$ cat config.mk
export PLATFORM = sky130hd
export DESIGN_NAME = i2c_target
export DESIGN_NICKNAME = d
export VERILOG_FILES = /design/src/rtl/i2c_pkg.sv /design/src/rtl/i2c_sync.sv /design/src/rtl/i2c_target.sv
export SDC_FILE = /design/constraint.sdc
export NUM_CORES = 1
export LEC_CHECK = 0
export CELL_PAD_IN_SITES_DETAIL_PLACEMENT = 1
export CELL_PAD_IN_SITES_GLOBAL_PLACEMENT = 2
export CORE_MARGIN = 4
export CORE_UTILIZATION = 40
export CTS_CLUSTER_DIAMETER = 40
export CTS_CLUSTER_SIZE = 8
export DETAILED_ROUTE_END_ITERATION = 8
export DONT_BUFFER_PORTS = 1
export PLACE_DENSITY = 0.81
export SLEW_MARGIN = 20
export SYNTH_ARGS = -nofsm -noshare
export SYNTH_HDL_FRONTEND = slang
export SYNTH_HIERARCHICAL = 1
export SYNTH_SLANG_ARGS = --single-unit
$ cat constraint.sdc
create_clock -name clk -period 4.55 [get_ports clk]
set_input_delay 0.91 -clock clk [delete_from_list [all_inputs] [get_ports clk]]
set_output_delay 0.91 -clock clk [all_outputs]
set_load 0.05 [all_outputs]
$ cat src/rtl/i2c_pkg.sv
// Shared types and constants for the I2C target.
package i2c_pkg;

  typedef enum logic [2:0] {
    ST_IDLE,
    ST_ADDR,
    ST_ADDR_ACK,
    ST_WRITE,
    ST_WRITE_ACK,
    ST_READ,
    ST_READ_ACK,
    ST_IGNORE
  } i2c_target_state_t;

  // Level seen on SDA during the acknowledge bit.
  localparam logic I2C_ACK  = 1'b0;
  localparam logic I2C_NACK = 1'b1;

  // True when the first byte after START addresses us. Address 0 is the
  // general call, which this target never answers.
  function automatic logic addr_hit(input logic [7:0] addr_byte,
                                    input logic [6:0] own_addr);
    return (addr_byte[7:1] != 7'h00) && (addr_byte[7:1] == own_addr);
  endfunction

endpackage

$ cat src/rtl/i2c_sync.sv
// Synchronizer for one asynchronous bus pin, followed by a rise/fall
// detector. Edges are suppressed until the chain has been refilled with real
// pin samples after reset, so a bus that is low when reset is released does
// not produce a false edge.
module i2c_sync #(
  parameter int STAGES = 2
) (
  input  logic clk,
  input  logic rst,
  input  logic pin,
  output logic level,
  output logic rise,
  output logic fall
);

  logic [STAGES-1:0] chain;
  logic              prev;
  logic [STAGES:0]   arm;

  // Synchronizer chain, edge-detect flop and post-reset arming shift register.
  always_ff @(posedge clk) begin
    // NOTE: non-blocking assignments model the flop chain; blocking ones here
    // would collapse the stages into a single flop.
    if (rst) begin
      chain <= '1;
      prev  <= 1'b1;
      arm   <= '0;
    end else begin
      chain[0] <= pin;
      for (int i = 1; i < STAGES; i++) chain[i] <= chain[i-1];
      prev   <= chain[STAGES-1];
      arm[0] <= 1'b1;
      for (int i = 1; i <= STAGES; i++) arm[i] <= arm[i-1];
    end
  end

  assign level = chain[STAGES-1];
  assign rise  = arm[STAGES] &  level & ~prev;
  assign fall  = arm[STAGES] & ~level &  prev;

endmodule

$ cat src/rtl/i2c_target.sv
// 7-bit I2C target: address match, write bytes out on wr_data/wr_valid,
// read bytes fetched through rd_req/rd_data, open-drain SDA via sda_oe.
module i2c_target
  import i2c_pkg::*;
#(
  parameter logic [6:0] TARGET_ADDR = 7'h42,
  parameter int         SYNC_STAGES = 2
) (
  input  logic       clk,
  input  logic       rst,
  input  logic       scl_i,
  input  logic       sda_i,
  output logic       sda_oe,
  output logic [7:0] wr_data,
  output logic       wr_valid,
  input  logic [7:0] rd_data,
  output logic       rd_req,
  output logic       busy,
  output logic       start_det,
  output logic       stop_det
);

  logic scl, scl_rise, scl_fall;
  logic sda, sda_rise, sda_fall;
  logic start_ev, stop_ev;

  i2c_sync #(.STAGES(SYNC_STAGES)) u_scl_sync (
    .clk   (clk),
    .rst   (rst),
    .pin   (scl_i),
    .level (scl),
    .rise  (scl_rise),
    .fall  (scl_fall)
  );

  i2c_sync #(.STAGES(SYNC_STAGES)) u_sda_sync (
    .clk   (clk),
    .rst   (rst),
    .pin   (sda_i),
    .level (sda),
    .rise  (sda_rise),
    .fall  (sda_fall)
  );

  // SDA moving while SCL is high is a bus condition, never a data bit.
  assign start_ev = sda_fall & scl;
  assign stop_ev  = sda_rise & scl;

  i2c_target_state_t state_q, state_d;
  logic [2:0] bit_cnt_q, bit_cnt_d;
  logic [7:0] shift_q, shift_d;
  logic       rw_q, rw_d;
  logic       sda_oe_d, busy_d, wr_valid_d, rd_req_d, start_det_d, stop_det_d;
  logic [7:0] wr_data_d;

  // State and registered outputs.
  always_ff @(posedge clk) begin
    if (rst) begin
      state_q   <= ST_IDLE;
      bit_cnt_q <= 3'd0;
      shift_q   <= 8'h00;
      rw_q      <= 1'b0;
      sda_oe    <= 1'b0;
      busy      <= 1'b0;
      wr_data   <= 8'h00;
      wr_valid  <= 1'b0;
      rd_req    <= 1'b0;
      start_det <= 1'b0;
      stop_det  <= 1'b0;
    end else begin
      state_q   <= state_d;
      bit_cnt_q <= bit_cnt_d;
      shift_q   <= shift_d;
      rw_q      <= rw_d;
      sda_oe    <= sda_oe_d;
      busy      <= busy_d;
      wr_data   <= wr_data_d;
      wr_valid  <= wr_valid_d;
      rd_req    <= rd_req_d;
      start_det <= start_det_d;
      stop_det  <= stop_det_d;
    end
  end

  // Next-state and next-output logic; bus conditions override bit events.
  always_comb begin
    // NOTE: every signal gets a default first so no path leaves it unassigned
    // and no latch is inferred.
    state_d     = state_q;
    bit_cnt_d   = bit_cnt_q;
    shift_d     = shift_q;
    rw_d        = rw_q;
    sda_oe_d    = sda_oe;
    busy_d      = busy;
    wr_data_d   = wr_data;
    wr_valid_d  = 1'b0;
    rd_req_d    = 1'b0;
    start_det_d = 1'b0;
    stop_det_d  = 1'b0;

    if (start_ev) begin
      state_d     = ST_ADDR;
      bit_cnt_d   = 3'd0;
      sda_oe_d    = 1'b0;
      busy_d      = 1'b0;
      start_det_d = 1'b1;
    end else if (stop_ev) begin
      state_d    = ST_IDLE;
      bit_cnt_d  = 3'd0;
      sda_oe_d   = 1'b0;
      busy_d     = 1'b0;
      stop_det_d = 1'b1;
    end else begin
      case (state_q)
        ST_ADDR: if (scl_rise) begin
          shift_d   = {shift_q[6:0], sda};
          bit_cnt_d = bit_cnt_q + 3'd1;
          if (bit_cnt_q == 3'd7) begin
            if (addr_hit(shift_d, TARGET_ADDR)) begin
              state_d = ST_ADDR_ACK;
              rw_d    = shift_d[0];
            end else begin
              state_d = ST_IGNORE;
            end
          end
        end

        // First falling edge starts the ACK, second one ends it. sda_oe
        // itself tells the two apart.
        ST_ADDR_ACK: if (scl_fall) begin
          if (!sda_oe) begin
            sda_oe_d = ~I2C_ACK;
            busy_d   = 1'b1;
          end else if (rw_q) begin
            rd_req_d  = 1'b1;
            sda_oe_d  = 1'b0;
            bit_cnt_d = 3'd0;
            state_d   = ST_READ;
          end else begin
            sda_oe_d  = 1'b0;
            bit_cnt_d = 3'd0;
            state_d   = ST_WRITE;
          end
        end

        ST_WRITE: if (scl_rise) begin
          shift_d   = {shift_q[6:0], sda};
          bit_cnt_d = bit_cnt_q + 3'd1;
          if (bit_cnt_q == 3'd7) begin
            wr_data_d  = shift_d;
            wr_valid_d = 1'b1;
            state_d    = ST_WRITE_ACK;
          end
        end

        ST_WRITE_ACK: if (scl_fall) begin
          if (!sda_oe) begin
            sda_oe_d = ~I2C_ACK;
          end else begin
            sda_oe_d  = 1'b0;
            bit_cnt_d = 3'd0;
            state_d   = ST_WRITE;
          end
        end

        // The cycle rd_req is high is the cycle rd_data is taken; bit 7
        // appears on the bus one cycle later.
        ST_READ: begin
          if (rd_req) begin
            shift_d  = rd_data;
            sda_oe_d = ~rd_data[7];
          end else if (scl_fall) begin
            bit_cnt_d = bit_cnt_q + 3'd1;
            if (bit_cnt_q == 3'd7) begin
              sda_oe_d = 1'b0;
              state_d  = ST_READ_ACK;
            end else begin
              shift_d  = {shift_q[6:0], 1'b0};
              sda_oe_d = ~shift_d[7];
            end
          end
        end

        // The controller's ACK is sampled on the rising edge; the falling
        // edge that follows an ACK fetches the next byte.
        ST_READ_ACK: begin
          if (scl_rise && (sda == I2C_NACK)) begin
            state_d = ST_IGNORE;
          end else if (scl_fall) begin
            rd_req_d  = 1'b1;
            bit_cnt_d = 3'd0;
            state_d   = ST_READ;
          end
        end

        default: ;
      endcase
    end
  end

endmodule

==> results of run 1 <==
-- metal layers --
metal  wire (um)  up-vias  part of all wire
met5           0        -                 0
met4          87        0             0.022
met3         166        7             0.042
met2        1880       24              0.47
met1        1830      645              0.46
li1            -      665                 -
-- cell families after synthesis --
group / count (synthesis) / share of synthesized area
AND/OR/NAND/NOR: 74 / 0.232
adder cells (fa/ha/maj): 2 / 0.0144
AO/OA/AOI/OAI: 39 / 0.151
multiplexers: 19 / 0.110
buffers and inverters: 14 / 0.0330
flip-flops: 40 / 0.459
-- area by class of cell --
class | instances | area share
sequential | 40 | 0.426
multi-input combinational | 134 | 0.470
clock inverter | 3 | 0.0246
tap | 50 | 0.0332
clock buffer | 5 | 0.0366
inverter | 5 | 0.00997
-- flip-flops by register name, summed over array words and instances, names as in the netlist, 2 cells and up --
register / count
bit_cnt_q: 3
shift_q: 7
u_scl_sync/chain: 2
u_sda_sync/arm: 3
wr_data: 8
u_sda_sync/chain: 2
u_scl_sync/arm: 3
state_q: 3
-- cells in the final DEF, fill, tap and decap left out, types with 2 or more instances in the layout --
| cell type | instances |
|---|---|
| a211oi_1 | 7 |
| a21oi_1 | 16 |
| and2_1 | 2 |
| and3b_1 | 4 |
| clkbuf_8 | 5 |
| dfxtp_1 | 40 |
| ha_1 | 2 |
| inv_1 | 5 |
| mux2i_1 | 18 |
| nand2_1 | 7 |
| nand2b_1 | 6 |
| nand3_1 | 2 |
| nand3b_1 | 3 |
| nand4_1 | 2 |
| nor2_1 | 22 |
| nor2b_1 | 5 |
| nor3_1 | 5 |
| nor4_1 | 3 |
| o21ai_0 | 4 |
| o22ai_1 | 3 |
| or2_1 | 6 |
-- power groups by stage --
stage | sequential, mW | clock [mW] | combinational, mW
global route | 0.423 | 0.324 | 0.188
CTS | 0.415 | 0.306 | 0.164
global placement | 0.420 | 0 | 0.156
detailed placement | 0.423 | 0 | 0.161
finish | 0.415 | 0.296 | 0.163
floorplan | 0.389 | 0 | 0.165
-- worst max path at each step --
stage / start / to / slack, ps / cells past startpoint
2_1_floorplan: rd_req$_SDFF_PP0_ / state_q[2]$_SDFFE_PP0P_ / 2580 / 5
3_3_place_gp: state_q[2]$_SDFFE_PP0P_ / state_q[2]$_SDFFE_PP0P_ / 2440 / 5
3_5_place_dp: u_sda_sync/chain[1]$_SDFF_PP1_ / wr_data[5]$_SDFFE_PP0P_ / 2320 / 6
4_1_cts: u_sda_sync/chain[1]$_SDFF_PP1_ / wr_data[5]$_SDFFE_PP0P_ / 2310 / 6
5_1_grt: u_sda_sync/chain[1]$_SDFF_PP1_ / wr_data[1]$_SDFFE_PP0P_ / 2100 / 6
6_report: u_sda_sync/chain[1]$_SDFF_PP1_ / wr_data[5]$_SDFFE_PP0P_ / 2310 / 6
-- metrics by stage --
step / total power, mW / hold WS (ps) / setup WS (ps) / cell area [sq um]
after floorplan: 0.553 / 383 / 2580 / 1740
after global placement: 0.576 / 396 / 2440 / 1770
after detailed placement: 0.584 / 407 / 2320 / 1770
after CTS: 0.886 / 427 / 2310 / 1880
after global routing: 0.936 / 436 / 2100 / 1880
final: 0.873 / 416 / 2310 / 1880
-- critical path, delay by kind of cell, from the launching register on --
kind / cells / cell delay [ps]
simple gates: 4 / 1040
mux: 1 / 260
flops: 1 / 510
compound gates: 1 / 330
==> metrics.yaml, run 1 <==
outcome:
  status: "complete, no violations"
floorplan:
  ios: 26
  dieHeight_um: 74.0
  rows: 23
  dieWidth_um: 74.0
  initial_core_util: 0.424
  dieArea_sq_mm: 0.00548
  core-area_sq_mm: 0.00412
routing:
  dr.first_iter.drc_count: 61
  antenna_left: 0
  vias_per_cell: 5.66
  wl_per_cell_um: 16.7
  drc: 0
  vias: 1341
  drtPass1Iterations: 4
  finalWirelength_um: 3970
grt:
  grt_max_degree: 34
  grt_busiest_layer: "met2"
  antenna_found_initial: 0
  grt_pass1_vias: 1437
  use_met1: 0.205
  gr-usage-met2: 0.267
  grt_use_total: 0.167
  overflow: 0
  grt_util_met3: 0.0459
  grt_pass1_wl_um: 6940
power_and_ir_drop:
  seqPwrFrac: 0.475
  ir_drop_mv: 0.199
  clkPwrFrac: 0.339
  power_switching_mw: 0.267
  swShare: 0.305
  p_per_area_mw_per_mm2: 464
  combPwrFrac: 0.187
  p_leak_nw: 0.687
  p_int_mw: 0.607
timing:
  fmax_mhz: 447
  slew_headroom: 0.549
  rsz0062_at_grt: "false"
  maxSlewViolCount: 0
  hold_viol: 0
  finalCritPeriodShare: 0.491
  layout_min_cycle_time_ps: 2240
  tightest_slew_ps: 676
  setup_viol: 0
  finalClockSkew_ps: 3.72
  tns_ps: 0
placed_design:
  gp_congestion: 0.743
  hpwl_um: 2830
  dp_cells: 229
  portBuffers: 0
synthesis:
  netlist_top_cells_area: "dfxtp_1, mux2i_1, nor2_1"
  synth_common_cells: "dfxtp_1, nor2_1, mux2i_1, a21oi_1"
  syn-cell-area_sq_mm: 0.00174
  synth_top_area_share: 0.459
  ys.flop_type: "dfxtp_1"
  syn_inst: 188
  ys_warn_count: 6
  synth_area_leader_cell: "dfxtp_1"
  syn_area_per_cell_sq_um: 9.27
  synth-seq-cells: 40
  async_flop_share: 0
  synth_edf_count: 0
  synth.net_count: 202
  synth_most_common_cell: "dfxtp_1"
  ys_seq_area_frac: 0.459
  ys_types: 40
finish:
  final_nets: 200
  seq_area_sq_um: 801
  antenna_cells: 0
  final_util: 0.457
  final_layout_size_suffix_gt1_frac: 0.0642
  multi_input_area_sq_um: 885
  area_growth_pct: 7.97
  fin_cells: 237
  num-fill-cells: 476
worst_setup_path:
  r2r_end: "wr_data[5]$_SDFFE_PP0P_"
  r2r_cells: 6
  critPathMaxFanout: 10
  required_ps: 4740
  path_cells: "and3b_1, o21ai_0, nand4_1, nor2_2, mux2i_1, nor2_1"
  worst_ep_arrival_time_ps: 2430
  startpoint_type: "register"
  cpMaxStageDelayCell: "dfxtp_1"
  cp-end-kind: "register"
  crit_type: "reg -> reg"
  r2r_slack_ps: 2310
  r2r_start: "u_sda_sync/chain[1]$_SDFF_PP1_"
  crit_path_max_incr_delay_ps: 510
cts:
  cts.sinks: 40
  cts_tree: "done"
  cts_buffers: 5
  clk-insertion-delay-late_ps: 300
  cts_buffer_depth: 2
  ctsResizeCount: 0
  cts_hold_buf: 0
  clkTransAtPathRegs_ps: 80
  htree_levels: 2
  root_buffer: "clkbuf_8"
  post-cts-setup-buffers: 0
min_path:
  worstHoldStart: "u_scl_sync/chain[0]$_SDFF_PP1_"
  holdCritPathClass: "reg -> reg"
  min_path_cells: 1
  min_to: "u_scl_sync/chain[1]$_SDFF_PP1_"
run:
  maxCapViolations: 0
(Power assumes the default switching activity.)
==> inputs of run 2 (changes only) <==
CORE_UTILIZATION = 34   (was 40)
PLACE_DENSITY = 0.73   (was 0.81)
clock period = 1.8 ns   (was 4.55 ns; I/O delays follow)
==> run 2 against run 1 <==
  * Clock power grew 120%
  * Global-route usage shrank 1.7 points
  * Critical path depth is the same
  * First-iteration DRC count grew 26%
  * Critical path type unchanged
  * Flip-flop and latch count is the same
  * Cell area grew 11%
==> metrics.yaml, run 2 (synthesis results as in run 1) <==
floorplan:
  rows: 25
  initial_core_util: 0.359
  dieHeight_um: 79.6
  core-area_sq_mm: 0.00485
  dieWidth_um: 79.6
  dieArea_sq_mm: 0.00634
  ios: 26
timing:
  tns_ps: 0
  maxSlewViolCount: 0
  layout_min_cycle_time_ps: 1780
  fmax_mhz: 562
  rsz0062_at_grt: "true"
  hold_viol: 0
  setup_viol: 0
  tightest_slew_ps: 534
  finalCritPeriodShare: 0.989
  holdWs_ps: 124
  finalClockSkew_ps: 7.62
  slew_headroom: 0.644
outcome:
  status: "complete, no violations"
worst_setup_path:
  crit_type: "reg -> reg"
  critical-path-top-delay-family: "compound AO/OA/AOI/OAI gates"
  cpMaxStageDelayCell: "or3b_1"
  crit_path_max_incr_delay_ps: 370
  worst_ep_arrival_time_ps: 1980
  path_cells: "or3b_1, a32o_2, a311oi_4, buf_4, a221oi_1, a311oi_1"
  startpoint_type: "register"
  cp-end-kind: "register"
  crit_buf_inv: 1
  required_ps: 2000
  critPathMaxFanout: 4
cts:
  root_buffer: "clkbuf_8"
  cts_buffers: 5
  clkTransAtPathRegs_ps: 80
  cts_buffer_depth: 2
  cts_hold_buf: 0
  htree_levels: 2
  cts_tree: "done"
  cts.sinks: 40
  clk-insertion-delay-late_ps: 290
  post-cts-setup-buffers: 0
routing:
  wl_per_cell_um: 15.6
  dr.first_iter.drc_count: 77
  antenna_left: 0
  finalWirelength_um: 4300
  vias_per_cell: 5.30
  vias: 1457
  drtPass1Iterations: 4
  drc: 0
grt:
  grt_pass1_wl_um: 7470
  antenna_found_initial: 0
  grt_use_total: 0.150
  overflow: 0
  grt_max_degree: 34
  grt_pass1_vias: 1487
finish:
  area_growth_pct: 20.0
  largest_register: "wr_data"
  reg_top3: "wr_data x8, shift_q x7"
  stdcell_area_sq_mm: 0.00209
  final_cell_mix: "dfxtp_1, nor2_1, buf_4, mux2i_1, a21oi_1"
  final_util: 0.431
  largest_register_ffs: 8
  antenna_cells: 0
  final_layout_size_suffix_gt1_frac: 0.212
  final_nets: 221
  mostFrequentLayoutCell: "dfxtp_1"
min_path:
  holdCritPathClass: "in -> reg"
power_and_ir_drop:
  combPwrFrac: 0.272
  ir_drop_mv: 0.383
  clkPwrFrac: 0.288
  p_int_mw: 1.52
  power_switching_mw: 0.710
  swShare: 0.318
  p_leak_nw: 0.784
  p_per_area_mw_per_mm2: 1070
  seqPwrFrac: 0.440
placed_design:
  dpl_cell_area_sq_mm: 0.00197
  gp_congestion: 0.865
  portBuffers: 0
  hpwl_um: 3190
run:
  maxCapViolations: 0
==> run 2: worst register-to-register path, delay by kind of cell, from the launching register on <==
kind                   cells  cell delay [ps]
AO/OA/AOI/OAI              4              830
buffers and inverters      1              190
AND/OR/NAND/NOR            1              370
flip-flops                 1              310
==> run 2: final cells by class <==
type                            count  area (sq um)
Fill cell                         563          2760
Multi-Input combinational cell    134           913
Sequential cell                    40           807
Timing Repair Buffer               21           170
Tap cell                           67          83.8
Clock buffer                        6          82.6
Inverter                            5          18.8
Clock inverter                      2          15.0
==> run 2: layer usage <==
metal	vias up	wire length, um	global-route usage
met2	31	2070	0.241
li1	707	-	-
met4	0	55	0.0481
met3	7	229	0.0429
met1	712	1940	0.191
met5	-	0	0
==> run 2: worst paths after layout <==
| path | cells past startpoint | slack [ps] | startpoint | to |
|---|---|---|---|---|
| worst min register to register | 1 | 410 | u_sda_sync/chain[0]$_SDFF_PP1_ | u_sda_sync/chain[1]$_SDFF_PP1_ |
| worst max register to register | 6 | 20 | state_q[1]$_SDFFE_PP0P_ | state_q[0]$_SDFFE_PP0P_ |
| worst min-delay path | 1 | 120 | rst | u_scl_sync/arm[0]$_DFF_P_ |
| worst max-delay path | 6 | 20 | state_q[1]$_SDFFE_PP0P_ | state_q[0]$_SDFFE_PP0P_ |
==> run 2: what timing repair did <==
item / 4_1_cts / 5_1_grt
endpoints found under the hold margin: 0 / 0
gates resized for setup: 2 / 9
endpoints found under the setup margin: 2 / 16
pin swaps: 2 / 5
==> run 2: power groups by stage <==
stage | Sequential, mW | Combinational (mW) | Clock [mW]
2_1_floorplan | 0.982 | 0.421 | 0
3_3_place_gp | 0.998 | 0.571 | 0
3_5_place_dp | 1.00 | 0.595 | 0
4_1_cts | 0.979 | 0.601 | 0.662
5_1_grt | 0.991 | 0.676 | 0.706
6_report | 0.982 | 0.606 | 0.642
==> run 2: through the flow <==
| stage | total power, mW | worst slack [ps] | std cells |
|---|---|---|---|
| after floorplan | 1.40 | -29.9 | 188 |
| after global placement | 1.57 | -20.3 | 267 |
| after CTS | 2.24 | 3.35 | 275 |
| after global routing | 2.37 | -50.9 | 275 |
| final | 2.23 | 20.6 | 275 |
| after detailed placement | 1.60 | -34.3 | 267 |
